File: src/rtl/pipelined_rca_pkg.sv
// Shared constants for the pipelined ripple-carry adder.
//   DEF_N      : default operand/sum width
//   DEF_CHUNK  : default bits added per pipeline stage
//   num_stages : pipeline depth for a given width/chunk (N must be a multiple of CHUNK)
package pipelined_rca_pkg;
  localparam int DEF_N     = 32;
  localparam int DEF_CHUNK = 8;

  function automatic int num_stages(input int n, input int chunk);
    return n / chunk;
  endfunction

  localparam int DEF_STAGES = num_stages(DEF_N, DEF_CHUNK);
endpackage

File: src/rtl/full_adder.sv
// One-bit full adder cell.
//   a, b : addend bits
//   ci   : carry in
//   s    : sum bit
//   co   : carry out
module fullAdder (
  input  logic a,
  input  logic b,
  input  logic ci,
  output logic s,
  output logic co
);
  assign s  = a ^ b ^ ci;
  assign co = (a & b) | (ci & (a ^ b));
endmodule

File: src/rtl/pipelined_rca_chunk.sv
// Combinational W-bit ripple adder built from fullAdder cells.
//   a, b : W-bit addends
//   ci   : carry into bit 0
//   s    : W-bit sum
//   co   : carry out of bit W-1
//   cmsb : carry into bit W-1 (used for signed overflow on the top chunk)
module rca_chunk
  import pipelined_rca_pkg::*;
#(
  parameter int W = DEF_CHUNK
) (
  input  logic [W-1:0] a,
  input  logic [W-1:0] b,
  input  logic         ci,
  output logic [W-1:0] s,
  output logic         co,
  output logic         cmsb
);
  logic [W:0] c;

  assign c[0] = ci;

  for (genvar i = 0; i < W; i++) begin : bit_g
    fullAdder u_fa (
      .a  (a[i]),
      .b  (b[i]),
      .ci (c[i]),
      .s  (s[i]),
      .co (c[i+1])
    );
  end

  assign co   = c[W];
  assign cmsb = c[W-1];
endmodule

File: src/rtl/pipelined_rca.sv
// Pipelined ripple-carry adder: N-bit add split into N/CHUNK stages of CHUNK
// bits each, with a single global stall (adv) for valid/ready flow control.
//   clk, rst          : rising-edge clock, async active-high reset
//   first, second, cin: operands and carry in (accepted when in_valid && in_ready)
//   in_valid/in_ready : input handshake; in_ready = adv
//   sum, cout, ovf    : registered result, carry out, signed overflow
//   out_valid/out_ready: output handshake
// Latency is STAGES edges counting the accepting edge; the last stage's
// registers are the output registers.
module pipelined_rca
  import pipelined_rca_pkg::*;
#(
  parameter int N     = DEF_N,
  parameter int CHUNK = DEF_CHUNK
) (
  input  logic         clk,
  input  logic         rst,
  input  logic [N-1:0] first,
  input  logic [N-1:0] second,
  input  logic         cin,
  input  logic         in_valid,
  output logic         in_ready,
  output logic [N-1:0] sum,
  output logic         cout,
  output logic         ovf,
  output logic         out_valid,
  input  logic         out_ready
);
  localparam int STAGES = num_stages(N, CHUNK);

  // Whole pipeline moves as one; it only stalls when the output is full and unread.
  logic adv;
  assign adv      = !out_valid || out_ready;
  assign in_ready = adv;

  for (genvar k = 0; k < STAGES; k++) begin : stg
    localparam int SW = (k + 1) * CHUNK;      // completed low sum bits after this stage
    localparam int RW = N - (k + 1) * CHUNK;  // operand bits still to be added

    logic [CHUNK-1:0] a_in, b_in, s;
    logic             c_in, co, vld_in;
    logic [SW-1:0]    sum_d, sum_q;
    logic             vld_q, c_q;

    if (k == 0) begin : src
      // Stage 0 works straight off the ports.
      assign a_in   = first[CHUNK-1:0];
      assign b_in   = second[CHUNK-1:0];
      assign c_in   = cin;
      assign vld_in = in_valid;
      assign sum_d  = s;
    end else begin : src
      assign a_in   = stg[k-1].mid.rem_a[CHUNK-1:0];
      assign b_in   = stg[k-1].mid.rem_b[CHUNK-1:0];
      assign c_in   = stg[k-1].c_q;
      assign vld_in = stg[k-1].vld_q;
      // Deskew: new chunk lands on top of the already-finished low chunks.
      assign sum_d  = {s, stg[k-1].sum_q};
    end

    if (k == STAGES - 1) begin : lst
      logic cmsb, ovf_q;

      rca_chunk #(.W(CHUNK)) u_add (
        .a    (a_in),
        .b    (b_in),
        .ci   (c_in),
        .s    (s),
        .co   (co),
        .cmsb (cmsb)
      );

      always_ff @(posedge clk or posedge rst) begin
        if (rst)      ovf_q <= 1'b0;
        else if (adv) ovf_q <= cmsb ^ co;
      end
    end else begin : mid
      // Skew: upper operand bits ride along, shifted down so the next
      // stage always consumes the low CHUNK bits.
      logic [RW-1:0] ra_d, rb_d, rem_a, rem_b;

      rca_chunk #(.W(CHUNK)) u_add (
        .a    (a_in),
        .b    (b_in),
        .ci   (c_in),
        .s    (s),
        .co   (co),
        .cmsb ()
      );

      if (k == 0) begin : rsrc
        assign ra_d = first[N-1:CHUNK];
        assign rb_d = second[N-1:CHUNK];
      end else begin : rsrc
        assign ra_d = stg[k-1].mid.rem_a[RW+CHUNK-1:CHUNK];
        assign rb_d = stg[k-1].mid.rem_b[RW+CHUNK-1:CHUNK];
      end

      always_ff @(posedge clk or posedge rst) begin
        if (rst) begin
          rem_a <= '0;
          rem_b <= '0;
        end else if (adv) begin
          rem_a <= ra_d;
          rem_b <= rb_d;
        end
      end
    end

    always_ff @(posedge clk or posedge rst) begin
      if (rst) begin
        vld_q <= 1'b0;
        c_q   <= 1'b0;
        sum_q <= '0;
      end else if (adv) begin
        vld_q <= vld_in;
        c_q   <= co;
        sum_q <= sum_d;
      end
    end
  end

  assign out_valid = stg[STAGES-1].vld_q;
  assign sum       = stg[STAGES-1].sum_q;
  assign cout      = stg[STAGES-1].c_q;
  assign ovf       = stg[STAGES-1].lst.ovf_q;
endmodule

File: config.mk
export PLATFORM = sky130hd
export DESIGN_NAME = pipelined_rca
export DESIGN_NICKNAME = d
export VERILOG_FILES = /design/src/rtl/pipelined_rca_pkg.sv /design/src/rtl/full_adder.sv /design/src/rtl/pipelined_rca_chunk.sv /design/src/rtl/pipelined_rca.sv
export SDC_FILE = /design/constraint.sdc
export NUM_CORES = 1
export LEC_CHECK = 0
export CORE_MARGIN = 4
export CORE_UTILIZATION = 40
export CTS_BUF_LIST = sky130_fd_sc_hd__clkbuf_2 sky130_fd_sc_hd__clkbuf_4 sky130_fd_sc_hd__clkbuf_8
export CTS_CLUSTER_DIAMETER = 80
export DETAILED_ROUTE_END_ITERATION = 10
export PLACE_DENSITY = 0.65
export SYNTH_ARGS = -nofsm -noshare
export SYNTH_HDL_FRONTEND = slang
export SYNTH_SLANG_ARGS = --single-unit
File: constraint.sdc
create_clock -name clk -period 7.95 [get_ports clk]
set_input_delay 1.9875 -clock clk [delete_from_list [all_inputs] [get_ports clk]]
set_output_delay 1.9875 -clock clk [all_outputs]
set_load 0.05 [all_outputs]
# Yosys cells after proc, flatten, opt, wreduce, memory -nomap -nowiden
# Index checks and enable logic that the tools add are counted.
[word_totals] output_inout_bits=36 regBits=185 rom_bits=0 wordCells=182 mem_bits_rw=0 latchBits=0 inputBits=69 memories=0
[classes] bitwise=161 shift=0 div_mod_pow=0 mux=0 add_sub_neg=0 mul=0 n_reduce_logical=2 eq_ne=0 order_cmp=0
[ops] operator="$xor A1 B1 Y1" count=65
[ops] operator="$and A1 B1 Y1" count=64
[ops] operator="$or A1 B1 Y1" count=32
[ops] operator="$logic_not A1 Y1" count=1
[ops] operator="$logic_or A1 B1 Y1" count=1

# Depth between registers and ports, before layout
# Gate-level depths: netlist of run 1.
[depth] word_depth=18 depth_mapped=13 depth_no_buf=13

# By module
# From an unflattened synthesis of run 1, not the netlist that was laid out.
[hier_totals] hier_cells=426 hier_area_um2=7961.4
[modules_own_cells] module="pipelined_rca" instances=1 seq_area_each_um2=4629.4 area_per_inst_um2=7320.8 cells_each=394
[modules_own_cells] module="fullAdder" instances=32 seq_area_each_um2=0.0 area_per_inst_um2=20.0 cells_each=1

# Worst setup path after synthesis of run 1
# OpenSTA, ideal clock, no wires.
[synth_path] path_type="input to register" start="input first[0]" end="register stg[0].sum_q[7]" path_buffers=0 t_required_ps=7872 setup_time_ps=78 path_slack_ps=2809 path_stages=12 arrival_ps=5063 cell_sequence="inv_1 > fa_1 > inv_1 > fa_1 > fa_1 > fa_1 > fa_1 > fa_1 > fa_1 > inv_1 > fa_1 > a21oi_1"
[synth_via] elab_chain_len=16 elab_cells_between_ends=17 classes_between="17 x bitwise"
[synth_rtl] item="start: declaration" line_no="pipelined_rca.sv:18" source="input logic [N-1:0] first,"
[synth_rtl] item="$xor A1 B1 Y1" line_no="full_adder.sv:14" source="assign co = (a & b) | (ci & (a ^ b));"
[synth_rtl] item="$and A1 B1 Y1" line_no="full_adder.sv:14"
[synth_rtl] item="$or A1 B1 Y1 *" line_no="full_adder.sv:14"
[synth_rtl] item="$and A1 B1 Y1 *" line_no="full_adder.sv:14"
[synth_rtl] item="$or A1 B1 Y1 *" line_no="full_adder.sv:14"
[synth_rtl] item="$and A1 B1 Y1 *" line_no="full_adder.sv:14"
[synth_rtl] item="$or A1 B1 Y1 *" line_no="full_adder.sv:14"
[synth_rtl] item="$and A1 B1 Y1 *" line_no="full_adder.sv:14"
[synth_rtl] item="$or A1 B1 Y1 *" line_no="full_adder.sv:14"
[synth_rtl] item="$and A1 B1 Y1 *" line_no="full_adder.sv:14"
[synth_rtl] item="$or A1 B1 Y1 *" line_no="full_adder.sv:14"
[synth_rtl] item="$and A1 B1 Y1 *" line_no="full_adder.sv:14"
[synth_rtl] item="$or A1 B1 Y1 *" line_no="full_adder.sv:14"
[synth_rtl] item="$and A1 B1 Y1 *" line_no="full_adder.sv:14"
[synth_rtl] item="$or A1 B1 Y1 *" line_no="full_adder.sv:14"
[synth_rtl] item="$xor A1 B1 Y1 *" line_no="full_adder.sv:13" source="assign s = a ^ b ^ ci;"
[synth_rtl] item="end signal: assignment" line_no="pipelined_rca.sv:118" source="sum_q <= sum_d;"
[synth_rtl] item="end: declaration" line_no="pipelined_rca.sv:42" source="logic [SW-1:0] sum_d, sum_q;"
# Every way passes the cells marked *; elsewhere a longest branch is shown, timed or not.
# A chain may end at the register's enable or synchronous reset.

# Worst setup path in the final report of run 1
[layout_path] start="input out_ready" end="output in_ready"
[layout_via] elab_chain_len=1
[layout_rtl] item="start: declaration" line_no="pipelined_rca.sv:27" source="input logic out_ready"
[layout_rtl] item="$logic_or A1 B1 Y1" line_no="pipelined_rca.sv:33" source="assign adv = !out_valid || out_ready;"
[layout_rtl] item="end: declaration" line_no="pipelined_rca.sv:22" source="output logic in_ready,"
# Every way passes these cells.

==> results of run 1 <==
-- how the worst min path moves through the flow --
stage / end / from / slack [ps]
global placement: out_valid / stg[2].vld_q / 450
CTS: stg[0].mid.rem_b[9] / stg[0].mid.rem_b[9] / 500
finish: out_valid / stg[2].vld_q / 490
detailed placement: out_valid / stg[2].vld_q / 470
global route: out_valid / stg[2].vld_q / 520
floorplan: out_valid / stg[2].vld_q / 430
-- cell type report --
cell class / instances / area (um^2) / share of cell area
Timing Repair Buffer: 109 / 1080 / 0.111
Sequential cell: 185 / 4630 / 0.478
Tap cell: 265 / 332 / 0.0342
Multi-Input combinational cell: 229 / 3130 / 0.323
Clock buffer: 18 / 241 / 0.0249
Clock inverter: 14 / 165 / 0.0170
Inverter: 29 / 114 / 0.0118
-- per-stage QoR --
step	instance area, um^2	utilization	setup WS, ps
after floorplan	8070	-	934
after global placement	9280	0.472	2130
after detailed placement	9280	0.472	2110
after CTS	9690	0.493	2110
after global routing	9690	0.493	2060
final	9690	0.493	2130
-- where the power goes --
group | internal [mW] | switching, mW | total [mW]
Sequential | 1.35 | 0.253 | 1.61
Clock | 0.290 | 0.345 | 0.635
Combinational | 0.952 | 0.797 | 1.75
Total | 2.60 | 1.39 | 3.99
-- cells by family (layout without fill, tap and decap cells) --
kind of cell,after synthesis,count (layout),synth area share
flip-flops,185,185,0.574
multiplexers,174,174,0.289
buffers and inverters,52,170,0.0398
adder cells (fa/ha/maj),32,32,0.0794
AND/OR/NAND/NOR,12,12,0.0109
AO/OA/AOI/OAI,10,10,0.00620
XOR/XNOR,1,1,0.00109
-- sequential cells by signal, summed over array words and instances (netlist names) --
name           count
cout               1
sum               32
stg.mid.rem_a     48
stg.c_q            3
out_valid          1
stg.sum_q         48
ovf                1
stg.vld_q          3
stg.mid.rem_b     48
-- worst register-to-register path, cell delays in order, from the launching register on --
cell and delay (ps):
dfrtp_1 410, fa_1 480, fa_1 490, fa_1 460, fa_1 480, fa_1 430
inv_1 100, fa_1 180, inv_1 60, fa_1 460, inv_1 100, fa_1 210
xnor2_1 70, mux2_4 250
-- per-layer routing --
layer  GRT usage  up-vias  part of all wire
met5           0        -                 0
met4      0.0425        0             0.014
met3      0.0336       16             0.040
met2       0.185       77              0.46
met1       0.173     2030              0.48
li1            -     1778                 -
-- cells in the final DEF, fill, tap and decap left out --
master	instances
clkbuf_4	1
xnor2_1	1
buf_4	5
clkbuf_8	17
nand2b_4	1
inv_1	28
clkinv_4	4
mux2i_1	2
clkdlybuf4s50_1	104
nand2b_1	1
mux2_4	100
a21oi_1	10
mux2_1	2
clkinvlp_4	3
inv_6	4
nor3b_1	10
mux2_2	70
bufinv_16	2
clkinv_2	1
dfrtp_1	185
clkinv_8	1
fa_1	32
==> out/results.ini, run 1 <==
[timing]
grt_setup_unrepaired = no
fmax_ghz = 0.172
period_needed_ps = 5820
finClkSkew_ps = 11.7
tns_ps = 0
slew_viol_final = 0
hold_viol = 0
finalSetupViolCount = 0
timing.hold.ws_ps = 492
tightest_slew_ps = 1130
fin_crit_sh = 0.732
max_slew_margin = 0.246

[cts]
cts-root-buf = clkbuf_8
cts_tree = done
cts_setup_buffers = 0
cts_buffer_depth = 2
cts_resized = 0
clock_sinks = 185
htree_levels = 4
insertion_delay_ps = 460
cts_buffers = 17
ctsHoldBuffers = 0
clkSlewWorstSetupHoldPaths_ps = 100

[critical_path]
timing.rr.start = stg[2].c_q
cpPeakStageDelay_ps = 810
cp_data_arrival_time_ps = 3830
cp_common_cell = clkdlybuf4s50_1
cp-end-kind = primary output
path_delay_family = buffers and inverters
worst-path-stages = 3
r2r_slack_ps = 3660
worst_ep_required_time_ps = 5960
cp_max_fo = 11
endpoint = in_ready
critPathBufInv = 2
path_cells = clkdlybuf4s50_1 -> nand2b_4 -> clkdlybuf4s50_1
r2r_end = ovf
criticalPathCategory = in2out
cp_slowest_cell = clkdlybuf4s50_1
cp-startpoint = out_ready
rr_worst_depth = 13
critPathLaunchType = input port

[die]
ioPinCount = 105
fp.dieH_um = 150
dieArea_um2 = 22500
start_util = 0.411
die_w_um = 150
std_cell_rows = 51
core-area_um2 = 19700

[job]
maxCapViolCount = 0

[yosys]
synthTopCellsByArea = dfrtp_1 57%, mux2_4 19%, mux2_2 9.8%
synth.top_cell.area_share = 0.574
yosysMostFrequentCell = dfrtp_1
synth-edff-count = 0
yosysTopAreaCell = dfrtp_1
syn-num-nets = 567
yosys_most_used_dff = dfrtp_1
ys_seq_area_frac = 0.574
synthTopCellsByCount = 185 x dfrtp_1, 100 x mux2_4, 70 x mux2_2
synth-seq-cells = 185
synth_cell_types = 14
netlist_area_um2 = 8070
yosysWarnings = 0
async_reset_ff_frac = 1.00
avgSynthCellArea_um2 = 17.3
syn_inst = 466

[route]
drtAntennaViolNets = 0
vias_per_cell = 4.59
vias = 3901
drtIter0Drc = 125
wirelength_um = 13300
drtPass1Iterations = 4
routedWlPerCell_um = 15.6
drc = 0

[global_route]
grt_pass1_wl_um = 21800
grt_pass1_vias = 4185
track_usage = 0.123
antenna_found_initial = 0
gr-total-overflow = 0
grt_max_degree = 83

[finish]
diodes = 0
area_delta_synth_final_pct = 20.0
final_cells = 849
drive_gt1_frac = 0.358
fill_cells = 1725
nNetsFinal = 672

[status]
outcome = complete, no violations

[placed_design]
dp_cells = 817
numPortBuffers = 104
dpl.hpwl_um = 8820
place_congestion = 0.712

[pwr]
p_leak_nw = 4.38
design_power_total_mw = 3.99
p_per_area_nw_per_um2 = 412
vdd_drop_max_mv = 0.177

[min_path]
holdCritPathClass = reg2reg
holdPathStages = 1

No activity file was read; power rests on OpenSTA's default activity.
==> run 2: changes to the inputs <==
--- a/config.mk
+++ b/config.mk
@@ -10,7 +10,7 @@
 export CTS_BUF_LIST = sky130_fd_sc_hd__clkbuf_2 sky130_fd_sc_hd__clkbuf_4 sky130_fd_sc_hd__clkbuf_8
 export CTS_CLUSTER_DIAMETER = 80
 export DETAILED_ROUTE_END_ITERATION = 10
-export PLACE_DENSITY = 0.65
+export PLACE_DENSITY = 0.67
 export SYNTH_ARGS = -nofsm -noshare
 export SYNTH_HDL_FRONTEND = slang
 export SYNTH_SLANG_ARGS = --single-unit
==> constraint.sdc (replaced) <==
create_clock -name clk -period 4.9 [get_ports clk]
set_input_delay 1.225 -clock clk [delete_from_list [all_inputs] [get_ports clk]]
set_output_delay 1.225 -clock clk [all_outputs]
set_load 0.05 [all_outputs]
==> out/results.ini, run 2 (synthesis gave the netlist of run 1 again) <==
[global_route]
grt_pass1_vias = 4402
grt_pass1_wl_um = 22100
grt_max_degree = 95
antenna_found_initial = 0
gr-total-overflow = 0
track_usage = 0.124

[placed_design]
dp_slack_ps = -89.7
place_congestion = 0.710
numPortBuffers = 104
dpl.hpwl_um = 8800

[cts]
cts_resized = 0
htree_levels = 4
cts_buffer_depth = 2
cts_tree = done
cts_buffers = 17
cts_setup_buffers = 0
cts-root-buf = clkbuf_8
clock_sinks = 185
insertion_delay_ps = 440
clkSlewWorstSetupHoldPaths_ps = 90
ctsHoldBuffers = 0

[finish]
diodes = 0
utilization = 0.498
drive_gt1_frac = 0.360
multi_input_area_um2 = 3130
final_common_cell = dfrtp_1
area_delta_synth_final_pct = 21.3
final_cell_mix = 185 x dfrtp_1, 103 x clkdlybuf4s50_1, 100 x mux2_4
ff_latch_area_um2 = 4630
top_regs = stg.mid.rem_a x48, stg.mid.rem_b x48, stg.sum_q x48
nNetsFinal = 672
fill_cells = 1710

[timing]
hold_viol = 0
timing.hold.ws_ps = 482
tightest_slew_ps = 613
grt_setup_unrepaired = no
finalWorstSetupSlack_ps = 413
slew_viol_final = 0
max_slew_margin = 0.591
fmax_ghz = 0.223
period_needed_ps = 4490
finClkSkew_ps = 9.28
fin_crit_sh = 0.916
finalSetupViolCount = 0
tns_ps = 0

[die]
die_w_um = 150
ioPinCount = 105
dieArea_um2 = 22500
start_util = 0.411
std_cell_rows = 51
core-area_um2 = 19700
fp.dieH_um = 150

[route]
routedWlPerCell_um = 15.4
vias_per_cell = 4.60
vias = 3906
drtPass1Iterations = 5
drtIter0Drc = 133
drc = 0
drtAntennaViolNets = 0
wirelength_um = 13100

[job]
maxCapViolCount = 0

[min_path]
holdCritPathClass = reg2reg

[pwr]
p_per_area_nw_per_um2 = 671
p_leak_nw = 4.42
vdd_drop_max_mv = 0.246
design_power_total_mw = 6.58

[critical_path]
criticalPathCategory = in2reg
worst_ep_required_time_ps = 5260
cp-end-kind = register
critPathLaunchType = input port
cp_data_arrival_time_ps = 4850
cp_max_fo = 1

[status]
outcome = complete, no violations

[run 2: cell types whose count changed in the layout (fill, tap and decap cells not counted), moves of 2 or more]
| cell | before | now |
|---|---|---|
| buf_12 | 0 | 5 |
| buf_4 | 5 | 1 |
| bufinv_16 | 2 | 4 |
| clkinv_4 | 4 | 1 |
[run 2: final timing paths]
kind | start | to | slack, ps | cells past startpoint
max | first[0] | stg[0].sum_q[7] | 410 | 13
min | stg[2].vld_q | out_valid | 480 | 1
max reg2reg | stg[2].c_q | ovf | 640 | 13
min reg2reg | stg[2].vld_q | out_valid | 480 | 1
max in group asynchronous | rst | stg[1].sum_q[13] | 3230 | 3
min in group asynchronous | rst | stg[0].vld_q | 1280 | 3
[run 2: layout make-up]
type / instances / area share
clock inverter: 14 / 0.0211
multi-input combinational: 229 / 0.319
inverter: 29 / 0.0115
timing repair buffer: 109 / 0.116
clock buffer: 18 / 0.0253
tap: 265 / 0.0339
sequential: 185 / 0.473
[run 2: routing by layer]
metal	vias to the layer above	wire [um]	global-route usage	share of wire
met5	-	0	0	0
met4	0	148	0.0398	0.011
met3	11	570	0.0351	0.044
met2	72	6530	0.200	0.50
met1	2037	5840	0.163	0.45
li1	1786	-	-	-
[run 2: through the flow]
| step | std cells | instance area (um^2) |
|---|---|---|
| 2_1_floorplan | 466 | 8070 |
| 3_3_place_gp | 817 | 9340 |
| 3_5_place_dp | 817 | 9340 |
| 4_1_cts | 849 | 9790 |
| 5_1_grt | 849 | 9790 |
| 6_report | 849 | 9790 |
[run 2: report_power, final]
| part | internal (mW) | switching, mW | total, mW |
|---|---|---|---|
| clock | 0.583 | 0.558 | 1.14 |
| combinational | 1.54 | 1.28 | 2.83 |
| sequential | 2.20 | 0.410 | 2.61 |
[run 2: worst max-delay path: stages]
cell	delay [ps]
clkdlybuf4s50_1	390
inv_1	80
fa_1	160
inv_1	50
fa_1	370
fa_1	390
fa_1	400
fa_1	390
fa_1	400
fa_1	370
inv_1	80
fa_1	410
a21oi_1	130
